==> src/rtl/apb_reg_slave.sv <==
`default_nettype none
// ============================================================================
// Module      : apb_reg_slave
// Description : APB register slave with N_REGS registers, byte-lane strobes,
//               a programmable number of PREADY-low wait cycles, and error
//               responses for out-of-range or misaligned addresses.
//               Optional macro APB_SLV_PROT_EN: unprivileged writes
//               (PPROT[0]=0) are refused with PSLVERR=1.
// Revision    : 1.0 - initial release
// ============================================================================
module apb_reg_slave #(
  parameter int N_REGS      = 8,
  parameter int DATA_WIDTH  = 32,
  parameter int ADDR_WIDTH  = 7,
  parameter int WAIT_STATES = 2
) (
  input  logic                    PCLK,
  input  logic                    PRESET,
  input  logic [ADDR_WIDTH-1:0]   PADDR,
  input  logic [2:0]              PPROT,
  input  logic                    PSEL,
  input  logic                    PENABLE,
  input  logic                    PWRITE,
  input  logic [DATA_WIDTH-1:0]   PWDATA,
  input  logic [DATA_WIDTH/8-1:0] PSTRB,
  output logic                    PREADY,
  output logic [DATA_WIDTH-1:0]   PRDATA,
  output logic                    PSLVERR
);

  localparam int         NUM_LANES = DATA_WIDTH / 8;
  localparam int         IDX_W     = ADDR_WIDTH - 2;
  localparam int         SEL_W     = (N_REGS > 1) ? $clog2(N_REGS) : 1;
  localparam logic [3:0] WAIT_LOAD = 4'(WAIT_STATES);

  typedef enum logic [1:0] {
    IDLE   = 2'd0,
    SETUP  = 2'd1,
    WAIT   = 2'd2,
    ACCESS = 2'd3
  } state_t;

  state_t                  state_q, state_d;
  logic [3:0]              cnt_q, cnt_d;
  logic [ADDR_WIDTH-1:0]   addr_q;
  logic                    write_q;
  logic [DATA_WIDTH-1:0]   wdata_q;
  logic [NUM_LANES-1:0]    strb_q;
  logic [DATA_WIDTH-1:0]   regs_q [N_REGS];

  logic                    setup_req;
  logic                    capture;
  logic [IDX_W-1:0]        idx;
  logic [SEL_W-1:0]        sel;
  logic                    range_err;
  logic                    align_err;
  logic                    prot_err;
  logic                    err;
  logic                    commit;

  // A new transfer is announced by the APB setup phase.
  assign setup_req = PSEL & ~PENABLE;
  // Bus fields are latched only on the edge that enters SETUP.
  assign capture   = (state_d == SETUP);

  assign idx       = addr_q[ADDR_WIDTH-1:2];
  assign sel       = idx[SEL_W-1:0];
  assign range_err = (32'(idx) >= 32'(N_REGS));
  assign align_err = |addr_q[1:0];

`ifdef APB_SLV_PROT_EN
  logic priv_q;
  logic unused_pprot;
  // Only the privileged bit matters; the other protection bits are unused.
  assign unused_pprot = ^PPROT[2:1];
  assign prot_err     = write_q & ~priv_q;

  // Latch the privilege bit alongside the rest of the transfer.
  always_ff @(posedge PCLK) begin
    if (PRESET) begin
      priv_q <= 1'b0;
    end else if (capture) begin
      priv_q <= PPROT[0];
    end
  end
`else
  logic unused_pprot;
  // Protection checking is compiled out: PPROT has no effect.
  assign unused_pprot = ^PPROT;
  assign prot_err     = 1'b0;
`endif

  assign err    = range_err | align_err | prot_err;
  assign commit = (state_q == ACCESS) & write_q & ~err;

  // State, wait counter and captured transfer fields.
  always_ff @(posedge PCLK) begin
    if (PRESET) begin
      state_q <= IDLE;
      cnt_q   <= '0;
      addr_q  <= '0;
      write_q <= 1'b0;
      wdata_q <= '0;
      strb_q  <= '0;
    end else begin
      state_q <= state_d;
      cnt_q   <= cnt_d;
      if (capture) begin
        addr_q  <= PADDR;
        write_q <= PWRITE;
        wdata_q <= PWDATA;
        strb_q  <= PSTRB;
      end
    end
  end

  // Next-state and wait-counter logic; a PSEL drop aborts before ACCESS.
  always_comb begin
    state_d = state_q;
    cnt_d   = cnt_q;
    case (state_q)
      IDLE: begin
        cnt_d = '0;
        if (setup_req) state_d = SETUP;
      end
      SETUP: begin
        if (!PSEL) begin
          cnt_d   = '0;
          state_d = IDLE;
        end else begin
          cnt_d   = WAIT_LOAD;
          state_d = (WAIT_STATES > 0) ? WAIT : ACCESS;
        end
      end
      WAIT: begin
        if (!PSEL) begin
          cnt_d   = '0;
          state_d = IDLE;
        end else begin
          cnt_d = cnt_q - 4'd1;
          if (cnt_q <= 4'd1) state_d = ACCESS;
        end
      end
      ACCESS: begin
        cnt_d   = '0;
        state_d = setup_req ? SETUP : IDLE;
      end
      default: begin
        cnt_d   = '0;
        state_d = IDLE;
      end
    endcase
  end

  // Response outputs: all zero except during the single ACCESS cycle.
  always_comb begin
    PREADY  = (state_q == ACCESS);
    PSLVERR = PREADY & err;
    PRDATA  = '0;
    if (PREADY && !write_q && !err) PRDATA = regs_q[sel];
  end

  // Register file: byte-lane merge of the captured write data in ACCESS.
  always_ff @(posedge PCLK) begin
    if (PRESET) begin
      for (int r = 0; r < N_REGS; r++) regs_q[r] <= '0;
    end else if (commit) begin
      for (int b = 0; b < NUM_LANES; b++) begin
        if (strb_q[b]) regs_q[sel][8*b +: 8] <= wdata_q[8*b +: 8];
      end
    end
  end

endmodule
`default_nettype wire

==> config.mk <==
export PLATFORM = sky130hd
export DESIGN_NAME = apb_reg_slave
export DESIGN_NICKNAME = d
export VERILOG_FILES = /design/src/rtl/apb_reg_slave.sv
export SDC_FILE = /design/constraint.sdc
export NUM_CORES = 1
export LEC_CHECK = 0
export CAP_MARGIN = 15
export CORE_MARGIN = 4
export CORE_UTILIZATION = 42
export DETAILED_ROUTE_END_ITERATION = 12
export PLACE_DENSITY = 0.61
export SETUP_SLACK_MARGIN = 0.4
export SLEW_MARGIN = 20
export SYNTH_ARGS = -nofsm -noshare
export SYNTH_HDL_FRONTEND = slang
export SYNTH_SLANG_ARGS = --single-unit
==> constraint.sdc <==
create_clock -name PCLK -period 4 [get_ports PCLK]
set_input_delay 0.6 -clock PCLK [delete_from_list [all_inputs] [get_ports PCLK]]
set_output_delay 0.6 -clock PCLK [all_outputs]
set_load 0.03 [all_outputs]
==> qor.yml <==
status:
  outcome: "complete, no violations"
logic_synthesis:
  synth_cell_types: 40
  synth.area.mux_share_pct: 10.6
  ys.flop_type: "edfxtp_1"
  synth_edf_count: 256
  ys_seq_elements: 309
  synth_top_family_by_area: "simple AND/OR/NAND/NOR gates"
  syn_inst: 1096
  synth_xor_area_share_pct: 0.259
  async_flop_share_pct: 0
  syn_nets: 1149
  ys_seq_area_share_pct: 64.7
  syn_area_per_cell_um2: 12.3
  synth_simple_gate_area_share_pct: 14.3
  ys_warn_count: 0
  synthesis.area_um2: 13500
  synth_compound_area_share_pct: 6.87
  synthAdderAreaFrac_pct: 0.185
clocking:
  hold_buffers: 0
  clk_latency_ns: 0.54
  clock_sinks: 309
  cts_tree: "yes"
  h-tree-depth: 1
  cts_resized: 0
  clk_path_buf_depth: 3
  cts_root_buf: "clkbuf_16"
  clk_pin_slew_ns: 0.06
  cts_buffers: 30
  cts_setup_buffers: 0
floorplan:
  ios: 85
  die_h_um: 187
  die_area_um2: 35100
  chipWidth_um: 187
  fp-row-count: 65
  core-area_um2: 31600
  initial_core_util_pct: 42.7
routing:
  drtIter0Drc: 512
  ant_nets: 0
  dr.pass1.iters: 5
  drc: 0
  vias: 8566
  wl_per_cell_um: 19.9
  viasPerCell: 5.44
  postRouteWirelength_mm: 31.3
placed_design:
  dp_hpwl_mm: 20.4
  globalplace.congestion: 0.754
  portBuffers: 81
timing:
  max_freq_mhz: 304
  worstMarginPinSlew_ns: 0.968
  setup_viol_count_final: 0
  hold_viol_final: 0
  clock_skew_ns: 0.00897
  hold_ws_ns: 0.476
  final_max_slew_viol_count: 0
  final.setup.tns_ns: 0
  max_slew_margin_pct: 35.3
  rsz0062_at_grt: "no"
  fin_crit_sh_pct: 82.3
  fin_crit_ns: 3.29
pwr:
  power_density_nw_per_um2: 430
  vdd_drop_max_uv: 264
  power.leakage_nw: 5.23
worst_setup_path:
  worstPathRequired_ns: 3.40
  crit_family: "flip-flops"
  worstSetupPathDepth: 5
  cp-end-kind: "output pin"
  cp-start-kind: "register"
  path_max_fanout: 30
  slowest_delay_ns: 0.73
  cp_num_buf_inv: 2
  criticalPathCategory: "register to output pin"
  cp_slowest_cell: "dfxtp_4"
  path_cells: "buf_4 > mux2_2 > o22ai_1 > nor3_1 > buf_12"
  worstPathArrival_ns: 2.69
  worstRegToRegCells: 3
cells_and_area:
  layout-drive-gt1-share_pct: 18.1
  layout.nets: 1202
  syn_to_final_growth_pct: 16.8
  diodes: 0
  fill_cells: 2705
run:
  max_cap_violations: 0
global_routing:
  grt_max_degree: 56
  grt_pass1_wl_mm: 49.6
  track_usage_pct: 17.5
  grt_pass1_vias: 8744
  grt_overflow: 0
  antenna_found_initial: 0
worst_hold_path:
  hp-class: "register to register"
  whs_path_depth: 2
[worst min-delay path, delay by kind of cell, from the launching register on]
kind | cells | cell delay, ns
AOI/OAI and AO/OA | 2 | 0.12
DFF | 1 | 0.31
[metrics by stage]
stage          power (mW)  util [%]  instances  cell area, um2  worst slack (ns)
3_3_place_gp         4.08      46.9       1519           14800              1.04
5_1_grt              7.03      49.9       1574           15800             0.473
2_1_floorplan        3.94         -       1096           13500             0.937
6_report             6.79      49.9       1574           15800             0.706
4_1_cts              6.85      49.9       1574           15800             0.598
3_5_place_dp         4.09      46.9       1519           14800              1.03
[layout make-up]
cell class                      instances  area (um2)  share of cell area [%]
Multi-Input combinational cell        697        4380                    27.8
Timing Repair Buffer                  107        1170                    7.41
Clock buffer                           36         795                    5.03
Inverter                                4        15.0                  0.0950
Sequential cell                       309        8750                    55.4
Tap cell                              402         503                    3.18
Clock inverter                         19         176                    1.12
[path summary, 6_finish.rpt]
path                from             to  slack [ns]
max             register     PRDATA[20]        0.71
min          wdata_q[30]    wdata_q[30]        0.48
max reg2reg    addr_q[2]  regs_q[7][23]        0.92
min reg2reg  wdata_q[30]    wdata_q[30]        0.48
[logic make-up (layout without fill, tap and decap cells)]
group / Yosys count / after routing
buffers and inverters: 90 / 166
DFF: 309 / 309
muxes: 95 / 95
AOI/OAI and AO/OA: 158 / 158
adders and majority gates: 2 / 2
xor gates and xnor gates: 4 / 4
and+or+nand+nor: 438 / 438
[sequential cells by signal (all words and copies together) (netlist names), named ones only]
name,cells
regs_q,256
wdata_q,32
addr_q,7
cnt_q,4
strb_q,4
state_q,2
write_q,1
[power by group]
group          total, mW  switching, mW  internal, mW
clock               2.78           1.17          1.61
sequential          3.63         0.0510          3.58
combinational      0.383          0.212         0.171
[synth_stat cells, drive strengths merged (2+ instances only)]
master | count | area, um2
nor2 | 294 | 1100
edfxtp | 256 | 7690
mux2 | 63 | 709
dfxtp | 53 | 1060
buf | 48 | 260
a21oi | 47 | 235
nand3 | 45 | 230
o21ai | 44 | 220
clkbuf | 38 | 146
nand2 | 38 | 143
mux4 | 32 | 721
nor3 | 32 | 160
o22ai | 31 | 194
o21bai | 28 | 210
nor2b | 8 | 50.1
and3b | 4 | 35.0
inv | 4 | 15.0
nand4 | 4 | 76.3
nand4b | 4 | 71.3
xnor2 | 3 | 26.3
a2111oi | 2 | 17.5
a21o | 2 | 15.0
a41o | 2 | 20.0
and2 | 2 | 12.5
and3 | 2 | 12.5
ha | 2 | 25.0
nand2b | 2 | 12.5
[layout by cell type (no fill, tap or decap), types with 3 or more instances in the layout]
cell	n
bufinv_16	3
mux4_2	32
inv_1	4
clkbuf_16	31
clkbuf_1	5
buf_12	20
a21oi_1	47
nor2_1	294
o22ai_1	31
dfxtp_1	52
nand4_4	3
nand2_1	38
o21bai_1	28
edfxtp_1	256
nand3_1	44
clkinv_1	5
nor2b_1	7
and3b_1	4
clkinv_2	7
buf_4	38
mux2_2	63
o21ai_0	44
clkdlybuf4s50_1	48
nor3_1	32
[routing by layer]
metal	up-vias	wire length (um)	global-route usage (%)	share of wire (%)
met1	4225	14400	25.3	46
li1	4069	-	-	-
met4	0	466	3.44	1.5
met3	35	1670	2.50	5.3
met2	237	14800	28.8	47
met5	-	0	0	0
Note: power is estimated with default switching activity, not from simulation.
